[config.mk]
export PLATFORM = sky130hd
export DESIGN_NAME = regfile_access_ctrl_flat
export DESIGN_NICKNAME = d
export VERILOG_FILES = /design/src/rtl/regfile_access_ctrl_pkg.sv /design/src/rtl/regfile_access_ctrl_if.sv /design/src/rtl/regfile_scoreboard.sv /design/src/rtl/regfile_access_ctrl.sv /design/src/flat_wrapper.sv
export SDC_FILE = /design/constraint.sdc
export NUM_CORES = 1
export LEC_CHECK = 0
export CAP_MARGIN = 10
export CELL_PAD_IN_SITES_DETAIL_PLACEMENT = 2
export CELL_PAD_IN_SITES_GLOBAL_PLACEMENT = 2
export CORE_MARGIN = 2
export CORE_UTILIZATION = 27
export DETAILED_ROUTE_END_ITERATION = 10
export GPL_ROUTABILITY_DRIVEN = 0
export GPL_TIMING_DRIVEN = 0
export PLACE_DENSITY = 0.87
export SETUP_SLACK_MARGIN = 0.3
export SYNTH_ARGS = -nofsm -noshare
export SYNTH_HDL_FRONTEND = slang
export SYNTH_SLANG_ARGS = --single-unit
[constraint.sdc]
create_clock -name clk -period 3.9 [get_ports clk]
set_input_delay 0.78 -clock clk [delete_from_list [all_inputs] [get_ports clk]]
set_output_delay 0.78 -clock clk [all_outputs]
set_load 0.03 [all_outputs]
[src/rtl/regfile_access_ctrl_pkg.sv]
// Shared constants, FSM encoding and helpers for the register-file access controller.
package regfile_access_ctrl_pkg;

  localparam int XLEN = 32;
  localparam int NREG = 32;
  localparam int AW   = 5;

  typedef enum logic [1:0] {
    ST_IDLE = 2'd0,
    ST_READ = 2'd1,
    ST_RESP = 2'd2
  } state_e;

  // One-hot mask for a register index; x0 and disabled requests give an empty mask.
  function automatic logic [NREG-1:0] reg_mask(input logic en, input logic [AW-1:0] idx);
    logic [NREG-1:0] one_v;
    one_v = {{(NREG-1){1'b0}}, 1'b1};
    if (en && (idx != {AW{1'b0}})) begin
      return one_v << idx;
    end else begin
      return {NREG{1'b0}};
    end
  endfunction

endpackage

[src/rtl/regfile_access_ctrl_if.sv]
// Request, response and writeback channels between the control FSM and the access controller.
interface regfile_access_ctrl_if;
  import regfile_access_ctrl_pkg::*;

  logic            req_valid;
  logic            req_ready;
  logic [AW-1:0]   req_rs1;
  logic [AW-1:0]   req_rs2;
  logic [AW-1:0]   req_rd;
  logic            req_wr;
  logic            rsp_valid;
  logic            rsp_ready;
  logic [XLEN-1:0] rsp_op1;
  logic [XLEN-1:0] rsp_op2;
  logic            wb_valid;
  logic [AW-1:0]   wb_rd;
  logic [XLEN-1:0] wb_data;
  logic            wb_err;

  modport master (
    output req_valid, req_rs1, req_rs2, req_rd, req_wr, rsp_ready, wb_valid, wb_rd, wb_data,
    input  req_ready, rsp_valid, rsp_op1, rsp_op2, wb_err
  );

  modport slave (
    input  req_valid, req_rs1, req_rs2, req_rd, req_wr, rsp_ready, wb_valid, wb_rd, wb_data,
    output req_ready, rsp_valid, rsp_op1, rsp_op2, wb_err
  );

endinterface

[src/rtl/regfile_scoreboard.sv]
// Busy vector for registers with an outstanding writeback; x0 is never busy.
module regfile_scoreboard
  import regfile_access_ctrl_pkg::*;
(
  input  logic          clk,
  input  logic          rst,
  input  logic          set_en,
  input  logic [AW-1:0] set_idx,
  input  logic          clr_en,
  input  logic [AW-1:0] clr_idx,
  input  logic [AW-1:0] src1_idx,
  input  logic [AW-1:0] src2_idx,
  input  logic [AW-1:0] dst_idx,
  output logic          src1_busy,
  output logic          src2_busy,
  output logic          dst_busy,
  output logic          clr_busy
);

  logic [NREG-1:0] busy_r;
  logic [NREG-1:0] busy_next_s;

  // Clear first, then set, so a same-cycle set on the same register wins.
  always_comb begin
    busy_next_s = (busy_r & ~reg_mask(clr_en, clr_idx)) | reg_mask(set_en, set_idx);
  end

  // Busy vector register.
  always_ff @(posedge clk or negedge rst) begin
    if (!rst) begin
      busy_r <= {NREG{1'b0}};
    end else begin
      busy_r <= busy_next_s;
    end
  end

  assign src1_busy = busy_r[src1_idx];
  assign src2_busy = busy_r[src2_idx];
  assign dst_busy  = busy_r[dst_idx];
  assign clr_busy  = busy_r[clr_idx];

endmodule

[src/rtl/regfile_access_ctrl.sv]
// Operand fetch sequencer for the register file with writeback hazard scoreboard and forwarding.
module regfile_access_ctrl
  import regfile_access_ctrl_pkg::*;
(
  input  logic                  clk,
  input  logic                  rst,
  regfile_access_ctrl_if.slave  bus,
  output logic [AW-1:0]         rf_a1,
  output logic [AW-1:0]         rf_a2,
  output logic [AW-1:0]         rf_a3,
  output logic [XLEN-1:0]       rf_wd3,
  output logic                  rf_we,
  input  logic [XLEN-1:0]       rf_rd1,
  input  logic [XLEN-1:0]       rf_rd2
);

  state_e          state_r;
  state_e          state_next_s;
  logic [AW-1:0]   rs1_r;
  logic [AW-1:0]   rs2_r;
  logic [XLEN-1:0] op1_r;
  logic [XLEN-1:0] op2_r;
  logic            wb_err_r;
  logic            req_ready_s;
  logic            rsp_valid_s;
  logic            accept_s;
  logic            fwd1_s;
  logic            fwd2_s;
  logic            src1_busy_s;
  logic            src2_busy_s;
  logic            dst_busy_s;
  logic            wb_busy_s;

  regfile_scoreboard u_scoreboard (
    .clk       (clk),
    .rst       (rst),
    .set_en    (accept_s & bus.req_wr),
    .set_idx   (bus.req_rd),
    .clr_en    (bus.wb_valid),
    .clr_idx   (bus.wb_rd),
    .src1_idx  (bus.req_rs1),
    .src2_idx  (bus.req_rs2),
    .dst_idx   (bus.req_rd),
    .src1_busy (src1_busy_s),
    .src2_busy (src2_busy_s),
    .dst_busy  (dst_busy_s),
    .clr_busy  (wb_busy_s)
  );

  assign accept_s = bus.req_valid & req_ready_s;
  assign fwd1_s   = bus.wb_valid && (bus.wb_rd == rs1_r) && (rs1_r != {AW{1'b0}});
  assign fwd2_s   = bus.wb_valid && (bus.wb_rd == rs2_r) && (rs2_r != {AW{1'b0}});

  // FSM state register.
  always_ff @(posedge clk or negedge rst) begin
    if (!rst) begin
      state_r <= ST_IDLE;
    end else begin
      state_r <= state_next_s;
    end
  end

  // FSM next-state logic.
  always_comb begin
    state_next_s = state_r;
    case (state_r)
      ST_IDLE: begin
        if (accept_s) state_next_s = ST_READ;
        else          state_next_s = ST_IDLE;
      end
      ST_READ: state_next_s = ST_RESP;
      ST_RESP: begin
        if (bus.rsp_ready) state_next_s = ST_IDLE;
        else               state_next_s = ST_RESP;
      end
      default: state_next_s = ST_IDLE;
    endcase
  end

  // FSM outputs; the hazard check looks only at the registered busy bits.
  always_comb begin
    req_ready_s = 1'b0;
    rsp_valid_s = 1'b0;
    case (state_r)
      ST_IDLE: req_ready_s = !(src1_busy_s || src2_busy_s || (bus.req_wr && dst_busy_s));
      ST_RESP: rsp_valid_s = 1'b1;
      default: begin
        req_ready_s = 1'b0;
        rsp_valid_s = 1'b0;
      end
    endcase
  end

  // Source index latch, operand capture with writeback forwarding, and writeback error flag.
  always_ff @(posedge clk or negedge rst) begin
    if (!rst) begin
      rs1_r    <= {AW{1'b0}};
      rs2_r    <= {AW{1'b0}};
      op1_r    <= {XLEN{1'b0}};
      op2_r    <= {XLEN{1'b0}};
      wb_err_r <= 1'b0;
    end else begin
      if (accept_s) begin
        rs1_r <= bus.req_rs1;
        rs2_r <= bus.req_rs2;
      end
      if (state_r == ST_READ) begin
        op1_r <= fwd1_s ? bus.wb_data : rf_rd1;
        op2_r <= fwd2_s ? bus.wb_data : rf_rd2;
      end
      wb_err_r <= bus.wb_valid && (bus.wb_rd != {AW{1'b0}}) && !wb_busy_s;
    end
  end

  assign bus.req_ready = req_ready_s;
  assign bus.rsp_valid = rsp_valid_s;
  assign bus.rsp_op1   = op1_r;
  assign bus.rsp_op2   = op2_r;
  assign bus.wb_err    = wb_err_r;

  assign rf_a1  = rs1_r;
  assign rf_a2  = rs2_r;
  assign rf_a3  = bus.wb_rd;
  assign rf_wd3 = bus.wb_data;
  assign rf_we  = bus.wb_valid;

endmodule

[src/flat_wrapper.sv]
// flat-port wrapper written by rule: the top's interface ports become plain ports
module regfile_access_ctrl_flat import regfile_access_ctrl_pkg::*;
  (clk, rst, rf_a1, rf_a2, rf_a3, rf_wd3, rf_we, rf_rd1, rf_rd2, bus_req_valid, bus_req_rs1, bus_req_rs2, bus_req_rd, bus_req_wr, bus_rsp_ready, bus_wb_valid, bus_wb_rd, bus_wb_data, bus_req_ready, bus_rsp_valid, bus_rsp_op1, bus_rsp_op2, bus_wb_err);
  regfile_access_ctrl_if bus_i ();
  input  logic clk;
  input  logic rst;
  output logic [AW-1:0] rf_a1;
  output logic [AW-1:0] rf_a2;
  output logic [AW-1:0] rf_a3;
  output logic [XLEN-1:0] rf_wd3;
  output logic rf_we;
  input  logic [XLEN-1:0] rf_rd1;
  input  logic [XLEN-1:0] rf_rd2;
  input wire logic [$bits(bus_i.req_valid)-1:0] bus_req_valid;
  input wire logic [$bits(bus_i.req_rs1)-1:0] bus_req_rs1;
  input wire logic [$bits(bus_i.req_rs2)-1:0] bus_req_rs2;
  input wire logic [$bits(bus_i.req_rd)-1:0] bus_req_rd;
  input wire logic [$bits(bus_i.req_wr)-1:0] bus_req_wr;
  input wire logic [$bits(bus_i.rsp_ready)-1:0] bus_rsp_ready;
  input wire logic [$bits(bus_i.wb_valid)-1:0] bus_wb_valid;
  input wire logic [$bits(bus_i.wb_rd)-1:0] bus_wb_rd;
  input wire logic [$bits(bus_i.wb_data)-1:0] bus_wb_data;
  output wire logic [$bits(bus_i.req_ready)-1:0] bus_req_ready;
  output wire logic [$bits(bus_i.rsp_valid)-1:0] bus_rsp_valid;
  output wire logic [$bits(bus_i.rsp_op1)-1:0] bus_rsp_op1;
  output wire logic [$bits(bus_i.rsp_op2)-1:0] bus_rsp_op2;
  output wire logic [$bits(bus_i.wb_err)-1:0] bus_wb_err;
  assign bus_i.req_valid = bus_req_valid;
  assign bus_i.req_rs1 = bus_req_rs1;
  assign bus_i.req_rs2 = bus_req_rs2;
  assign bus_i.req_rd = bus_req_rd;
  assign bus_i.req_wr = bus_req_wr;
  assign bus_i.rsp_ready = bus_rsp_ready;
  assign bus_i.wb_valid = bus_wb_valid;
  assign bus_i.wb_rd = bus_wb_rd;
  assign bus_i.wb_data = bus_wb_data;
  assign bus_req_ready = bus_i.req_ready;
  assign bus_rsp_valid = bus_i.rsp_valid;
  assign bus_rsp_op1 = bus_i.rsp_op1;
  assign bus_rsp_op2 = bus_i.rsp_op2;
  assign bus_wb_err = bus_i.wb_err;
  regfile_access_ctrl u_core (.clk(clk), .rst(rst), .bus(bus_i), .rf_a1(rf_a1), .rf_a2(rf_a2), .rf_a3(rf_a3), .rf_wd3(rf_wd3), .rf_we(rf_we), .rf_rd1(rf_rd1), .rf_rd2(rf_rd2));
endmodule
---- Yosys cells after proc, flatten, opt, wreduce, memory -nomap -nowiden ----
Index checks and enable logic that the tools add are counted.
cells by class
  magnitude comparators ................... 4
  eq/ne operators ......................... 4
  shift-type cells ........................ 2
  mux-type cells .......................... 17
  bitwise operators ....................... 5
  reduce and logical (&&, ||, !) cells .... 17
operator list
  operator                count
  $mux W32                4
  $shl A1 B5 Y32 const A  2
  $and A32 B32 Y32        1
  $not A32 Y32            1
  $or A32 B32 Y32         1
  $lt A5 B6 Y1 const B    4
  $bmux W1 S5             4
  $reduce_bool A5 Y1      4
  $eq A5 B5 Y1            2
  $logic_and A1 B1 Y1     8
  $mux W1                 7
  $pmux W2 S3             1
  $and A1 B1 Y1           2
  $eq A2 B1 Y1 const B    1
  $eq A2 B2 Y1 const B    1
  $logic_not A1 Y1        2
  $logic_not A2 Y1        1
  $logic_or A1 B1 Y1      2
  $mux W2                 1
word-level totals
  register bits after elaboration ......... 109
  input port bits ......................... 122
  output and inout bits ................... 115
  logic and storage cells ................. 56

---- Depth between registers and ports, before layout ----
Gate-level depths: netlist of run 1.
  depth after elaboration ................. 11
  gate-level depth with buffers ........... 10
  gate-level depth less buffers ........... 6

---- Hierarchy ----
A second synthesis of run 1 with hierarchy kept.
unflattened totals
  cells, all modules ...................... 644
  area total of the unflattened synthesis .. 6,621.4 um2
by module, submodules not included
  module               instances  cells an instance  area an instance (um2)  sequential area each (um2)
  regfile_access_ctrl  1          427                4,220.3                 1,926.8
  regfile_scoreboard   1          217                2,401.1                 800.8

---- Worst setup path before layout of run 1 ----
No wires, ideal clock.
  path kind ............................... input to output
  from .................................... input port bus_req_rd[1]
  to ...................................... output port bus_req_ready
  arrival time ............................ 2.934 ns
  required time ........................... 3.120 ns
  path slack .............................. 0.186 ns
  cell stages on the path ................. 10
  buffers on the path ..................... 4
  cells stage by stage .................... clkbuf_1 > buf_1 > mux2i_1 > a22oi_1 > nand3_1 > nand4_1 > or4_4 > buf_6 > buf_6 > inv_1
between the ends
  word-level cells in the longest chain between the ends .. 6
RTL lines
  element                        RTL line                   source
  from (decl)                    flat_wrapper.sv:17         input wire logic [$bits(bus_i.req_rd)-1:0] bus_req_rd;
  $bmux W1 S5                    regfile_scoreboard.sv:39   assign dst_busy = busy_r[dst_idx];
  $mux W1 (not written as such)  regfile_scoreboard.sv:39
  $logic_and A1 B1 Y1            regfile_access_ctrl.sv:85  ST_IDLE: req_ready_s = !(src1_busy_s || src2_busy_s || (bus.req_wr && dst_busy_s));
  $logic_or A1 B1 Y1             regfile_access_ctrl.sv:85
  $logic_not A1 Y1               regfile_access_ctrl.sv:85
  $mux W1                        regfile_access_ctrl.sv:84  case (state_r)
  to (decl)                      flat_wrapper.sv:23         output wire logic [$bits(bus_i.req_ready)-1:0] bus_req_ready;
No other way between the ends. The select of a mux whose other input is x is not followed.

---- Worst setup path after layout of run 1 ----
  from .................................... input port bus_req_rs1[1]
  to ...................................... output port bus_req_ready
between the ends
  word-level cells in the longest chain between the ends .. 6
RTL lines
  element                           RTL line                   source
  from (decl)                       flat_wrapper.sv:15         input wire logic [$bits(bus_i.req_rs1)-1:0] bus_req_rs1;
  $bmux W1 S5                       regfile_scoreboard.sv:37   assign src1_busy = busy_r[src1_idx];
  $mux W1 (not written as such)     regfile_scoreboard.sv:37
  $logic_or A1 B1 Y1 (2 in series)  regfile_access_ctrl.sv:85
  $logic_not A1 Y1                  regfile_access_ctrl.sv:85
  $mux W1                           regfile_access_ctrl.sv:84
No other way between the ends. The select of a mux whose other input is x is not followed.

==> results.cfg, run 1 <==
[floorplanning]
fp.dieW_um = 158
start_util = 0.273
io_pins = 237
die_area_um2 = 24900
core_um2 = 23400
rows = 56
die_h_um = 158

[power_and_ir_drop]
power_density_nw_per_um2 = 608
power.total_mw = 5.81
power_leakage_nw = 3.84
irDropWorstVdd_mv = 0.279

[synthesis]
synth_area_um2 = 6400
yosys.area.top_type_share = 0.426
yosysMostFrequentCell = dfrtp_1
synth_common_cells = dfrtp_1 (109), o21ai_0 (96), mux2i_1 (90)
ys_warn_count = 0
synthFlopType = dfrtp_1
syn_area_per_cell_um2 = 10.4
syn_inst = 618
yosysSeqAreaShare = 0.426
synth_edf_count = 0
ys_seq_elements = 109
synth.distinct_cells = 43
synth_top_area_cell = dfrtp_1
syn-num-nets = 740
async_flop_share = 1.00
synth_area_leaders = dfrtp_1 (43%), mux2i_1 (14%), o21ai_0 (7.5%), mux4_2 (7.4%), nand2_1 (4.5%)

[global_routing]
grt_overflow_total = 0
grt_max_degree = 91
globalRouteTotalUtil = 0.232
first_global_vias = 6769
grt_pass1_wl_mm = 43.0
antenna_found_initial = 2

[timing]
worst_pin_slew_ns = 0.740
skew_ns = 0.0134
period_minus_slack_ns = 3.74
rsz0062_at_grt = yes
max_freq_mhz = 267
min_period_over_period = 0.959
drv_slew = 0
setup_violations = 0
maxSlewHeadroom = 0.494
hold_viol = 0

[worst_setup_path]
crit_chain = clkbuf_4, mux4_2, o2111a_1, nand4b_1, or4_4, buf_8, buf_8, inv_4, buf_6
crit_buf_inv = 5
cp-end-kind = output pin
crit_fanout = 4
startpoint = bus_req_rs1[1]
r2r_cells = 9
cp_slowest_cell = mux4_2
r2r_start = u_core.u_scoreboard.busy_r[19]
reg2reg_to = u_core.u_scoreboard.busy_r[17]
path_class = primary input to output pin
cp_common_cell = buf_8
slowest_delay_ns = 0.55
cp_top_family = simple AND/OR/NAND/NOR gates
cp_num_cells = 9
startpoint_type = primary input
required_ns = 3.12
reg2reg_slack_ns = 0.89
worstPathArrival_ns = 2.96

[clocking]
numCtsBuffers = 9
cts_tree = done
clock-sinks = 109
clk_path_buf_depth = 2
clk_pin_slew_ns = 0.09
insertion_delay_ns = 0.37
hold_buffers = 0
htree_levels = 3
clock-root-buffer = clkbuf_16

[job]
cap_viol_max_count = 0

[layout]
fillers = 2531
nets = 989
synthToLayoutAreaGrowth_pct = 49.3
fin_area_um2 = 9550
layout-drive-gt1-share = 0.149
final_util = 0.408
fin_cells = 1192

[detailed_routing]
antenna_left = 0
vias = 6246
drc_errors = 0
wirelength_mm = 29.8
drt_iter0_drc = 376
wl_per_cell_um = 25.0
firstDrtPassIters = 4
via_per_inst = 5.24

[place]
portBuffers = 230
place_inst = 1168
placed_cell_area_um2 = 9130
place_hpwl_mm = 23.0

[worst_hold_path]
hp-class = primary input to asynchronous set/reset pin

[run_status]
outcome = completed
layout make-up:
cell class | instances | area (µm²) | share of cell area
clock inverters | 7 | 67.6 | 0.00707
repair buffers | 238 | 2370 | 0.248
inverters | 7 | 28.8 | 0.00301
diodes | 1 | 2.50 | 0.000262
well taps | 319 | 399 | 0.0418
flip-flops and latches | 109 | 2730 | 0.286
plain buffers | 81 | 573 | 0.0600
clock buffers | 9 | 225 | 0.0236
multi-input cells | 421 | 3160 | 0.330
stage by stage:
stage	hold WS, ns	setup TNS [ns]	setup WS, ns
2_1_floorplan	0.466	0	0.324
3_3_place_gp	0.461	-276.38	-2.47
3_5_place_dp	0.473	-16.78	-1.33
4_1_cts	0.242	0	0.0606
5_1_grt	0.236	0	0.0891
6_report	0.244	0	0.159
kinds of logic after synthesis:
group,Yosys count,synth area share
AO/OA/AOI/OAI,149,0.138
AND/OR/NAND/NOR,143,0.110
XOR/XNOR,8,0.0110
flip-flops,109,0.426
multiplexers,121,0.232
buffers and inverters,88,0.0823
timing repair:
item / 4_1_cts / 5_1_grt
gates cloned: 0 / 0
hold endpoints to repair: 0 / 0
resized for setup: 50 / 20
pin swaps: 0 / 4
setup endpoints to repair: 77 / 18
setup buffers: 1 / 6
cells in the final DEF, fill, tap and decap left out, drive strengths merged, types with 3 or more instances in the layout:
cell / synthesis / layout
clkinv: 0 / 4
mux2: 10 / 10
nand3b: 7 / 7
clkbuf: 29 / 38
nand4: 3 / 3
clkdlybuf4s50: 0 / 221
o21ai: 96 / 96
nand4b: 3 / 3
o31ai: 31 / 31
xnor2: 5 / 5
nor3: 5 / 5
dfrtp: 109 / 109
nor4: 3 / 3
a22oi: 6 / 6
nand3: 10 / 10
inv: 7 / 10
buf: 52 / 67
nor2b: 11 / 11
nor2: 9 / 9
mux2i: 90 / 90
a21oi: 4 / 4
nand2: 77 / 77
xor2: 3 / 3
a2111oi: 3 / 3
mux4: 21 / 21
nand2b: 5 / 5
flip-flops by register name, summed over array words and instances, names as in the netlist:
register	cells
u_core.rf_a1	5
u_core.u_scoreboard.busy_r	32
u_core.bus.wb_err	1
u_core.bus.rsp_op1	32
u_core.state_r	2
u_core.rf_a2	5
u_core.bus.rsp_op2	32
report_power, final:
| part | total, mW | internal (mW) | switching (mW) |
|---|---|---|---|
| logic | 2.94 | 1.21 | 1.73 |
| clock network | 0.950 | 0.451 | 0.498 |
| registers | 1.92 | 1.56 | 0.361 |
worst max path at each step:
stage	end	slack (ns)
finish	bus_req_ready	0.16
global placement	u_core.u_scoreboard.busy_r[10]	-2.47
detailed placement	bus_req_ready	-1.33
CTS	bus_req_ready	0.06
global route	bus_req_ready	0.09
floorplan	bus_req_ready	0.32
layer usage:
metal / vias up / global-route usage / routed length (µm)
li1: 2713 / - / -
met1: 3262 / 0.287 / 12000
met2: 213 / 0.407 / 15600
met3: 58 / 0.0342 / 1310
met4: 0 / 0.0862 / 911
met5: - / 0 / 0
(Power assumes the default switching activity.)
==> run 2, diff against run 1 <==
--- a/config.mk
+++ b/config.mk
@@ -5,15 +5,16 @@
 export SDC_FILE = /design/constraint.sdc
 export NUM_CORES = 1
 export LEC_CHECK = 0
+export ABC_AREA = 1
 export CAP_MARGIN = 10
 export CELL_PAD_IN_SITES_DETAIL_PLACEMENT = 2
 export CELL_PAD_IN_SITES_GLOBAL_PLACEMENT = 2
 export CORE_MARGIN = 2
-export CORE_UTILIZATION = 27
+export CORE_UTILIZATION = 24
 export DETAILED_ROUTE_END_ITERATION = 10
 export GPL_ROUTABILITY_DRIVEN = 0
 export GPL_TIMING_DRIVEN = 0
-export PLACE_DENSITY = 0.87
+export PLACE_DENSITY = 0.86
 export SETUP_SLACK_MARGIN = 0.3
 export SYNTH_ARGS = -nofsm -noshare
 export SYNTH_HDL_FRONTEND = slang
==> run 2 against run 1 <==
Maximum frequency increased by 7.5%. Global-route usage is 0.49 points higher. Critical path type unchanged. Critical path depth grew 1. Clock skew up 0.0010 ns. Largest power group unchanged. Clock power grew 2.1%. Non-clock buffer count rose by 15. Register-to-register slack better by 0.65 ns. Sequential cell count stayed put. Total power shrank 0.35%.
==> results.cfg, run 2 <==
[run_status]
outcome = completed

[timing]
min_period_over_period = 0.893
holdWs_ns = 0.336
period_minus_slack_ns = 3.48
hold_viol = 0
rsz0062_at_grt = no
drv_slew = 0
maxSlewHeadroom = 0.589
tns_ns = 0
setup_violations = 0
max_freq_mhz = 287
setup_slack_ns = 0.419
worst_pin_slew_ns = 0.617
skew_ns = 0.0144

[power_and_ir_drop]
sequentialPowerShare = 0.322
power.total_mw = 5.78
power_leakage_nw = 4.45
irDropWorstVdd_mv = 0.276
p_clk_frac = 0.168
internal_power_mw = 3.14
power_density_nw_per_um2 = 578
power_switching_mw = 2.65
p_comb_frac = 0.510
switching_share = 0.457

[synthesis]
synth_area_um2 = 6870
ys_warn_count = 0
synth_top_area_cell = dfrtp_1
syn-num-nets = 1120
yosysSeqAreaShare = 0.397
ys_seq_elements = 109
synth_area_leaders = dfrtp_1 (40%), nand2_1 (14%), nor2_1 (6.7%), nand3_1 (6.6%), o21ai_0 (6.0%)
synthFlopType = dfrtp_1
synth_common_cells = nand2_1 (254), nor2_1 (123), dfrtp_1 (109)
yosys.area.top_type_share = 0.397
yosysMostFrequentCell = nand2_1
syn_area_per_cell_um2 = 6.88
synth_edf_count = 0
syn_inst = 998
async_flop_share = 1.00
synth.distinct_cells = 33

[floorplanning]
start_util = 0.245
io_pins = 237
rows = 61
die_h_um = 173
core_um2 = 28000
die_area_um2 = 30000
fp.dieW_um = 173

[layout]
fin_area_um2 = 10000
fin_cells = 1627
mostFrequentLayoutCells = nand2_1 (252), clkdlybuf4s50_1 (221), nor2_1 (123), dfrtp_1 (109), nand3_1 (91)
layout-drive-gt1-share = 0.0849
seqCellArea_um2 = 2730
final_common_cell = nand2_1
fillers = 3326
final_util = 0.357
synthToLayoutAreaGrowth_pct = 45.6
multi_input_area_um2 = 3270
nets = 1365

[worst_setup_path]
crit_fanout = 6
path_class = primary input to output pin
r2r_cells = 8
cp-end-kind = output pin
required_ns = 3.12
startpoint_type = primary input
worstPathArrival_ns = 2.70

[clocking]
clk_pin_slew_ns = 0.08
cts_tree = done
numCtsBuffers = 9
hold_buffers = 0
insertion_delay_ns = 0.37
clk_path_buf_depth = 2
clock-sinks = 109
htree_levels = 3
clock-root-buffer = clkbuf_16

[global_routing]
antenna_found_initial = 1
grt_max_degree = 74
grt_pass1_wl_mm = 54.8
globalRouteTotalUtil = 0.236
first_global_vias = 9066
grt_overflow_total = 0

[place]
place_hpwl_mm = 28.0
pre_cts_ws_ns = -0.468
place_inst = 1602
placed_cell_area_um2 = 9620
portBuffers = 225

[worst_hold_path]
hp-class = primary input to asynchronous set/reset pin

[detailed_routing]
via_per_inst = 5.05
drt_iter0_drc = 440
wl_per_cell_um = 22.1
drc_errors = 0
vias = 8218
antenna_left = 0
wirelength_mm = 35.9
firstDrtPassIters = 5

[job]
cap_viol_max_count = 0
==> run 2: cell count changes after synthesis, sizes merged, moves of 16 or more <==
cell and change:
mux4 -21, nand2 +181, o31ai -30, nor2 +115, mux2i -90, nand3 +81, a21oi +69, buf +16
nand4 +32, inv +61
==> run 2: power by group through the flow <==
stage | Sequential, mW | Combinational (mW) | Clock [mW]
global placement | 1.84 | 2.86 | 0
CTS | 1.86 | 2.96 | 0.997
floorplan | 2.55 | 0.792 | 0
finish | 1.86 | 2.95 | 0.970
global route | 1.92 | 3.14 | 1.04
detailed placement | 1.87 | 2.94 | 0
==> run 2: logic make-up after synthesis <==
family / count (synthesis) / share of synthesized area
buffers and inverters: 171 / 0.128
flip-flops: 109 / 0.397
AO/OA/AOI/OAI: 198 / 0.153
AND/OR/NAND/NOR: 517 / 0.319
XOR/XNOR: 3 / 0.00383
==> run 2: area by class of cell <==
type / instances / area share
Multi-Input combinational cell: 718 / 0.327
Clock buffer: 10 / 0.0239
Timing Repair Buffer: 234 / 0.234
Inverter: 71 / 0.0271
Sequential cell: 109 / 0.273
Buffer: 100 / 0.0617
Antenna cell: 1 / 0.000250
Tap cell: 378 / 0.0473
Clock inverter: 6 / 0.00625
==> run 2: worst max-delay path: stages <==
cell             delay [ns]
clkdlybuf4s50_1        0.51
a21oi_1                0.27
nand4_1                0.15
nand3_1                0.11
nand3_1                0.08
nand3_1                0.21
nand2_2                0.14
nor2_8                 0.15
buf_6                  0.14
buf_4                  0.16
==> run 2: metal layers <==
metal | track usage | share of wire
met5 | 0 | 0
met3 | 0.0365 | 0.043
met4 | 0.0939 | 0.035
met1 | 0.294 | 0.43
met2 | 0.409 | 0.49
==> run 2: what timing repair did <==
item	in CTS	in global routing
setup endpoints to repair	1	1
gates resized for setup	11	7
pin swaps	1	1
buffers inserted	1	7
==> run 2: worst paths after layout <==
kind | to | from | slack [ns]
hold reg to reg | u_core.bus.rsp_op1[3] | u_core.bus.rsp_op1[3] | 0.50
setup reg to reg | u_core.bus.rsp_op1[19] | u_core.rf_a1[1] | 1.54
hold / removal | u_core.bus.wb_err | rst | 0.34
min in group clk | u_core.bus.rsp_op1[3] | u_core.bus.rsp_op1[3] | 0.50
max in group asynchronous | u_core.rf_a1[2] | rst | 2.82
setup / recovery | bus_req_ready | bus_req_rd[2] | 0.42
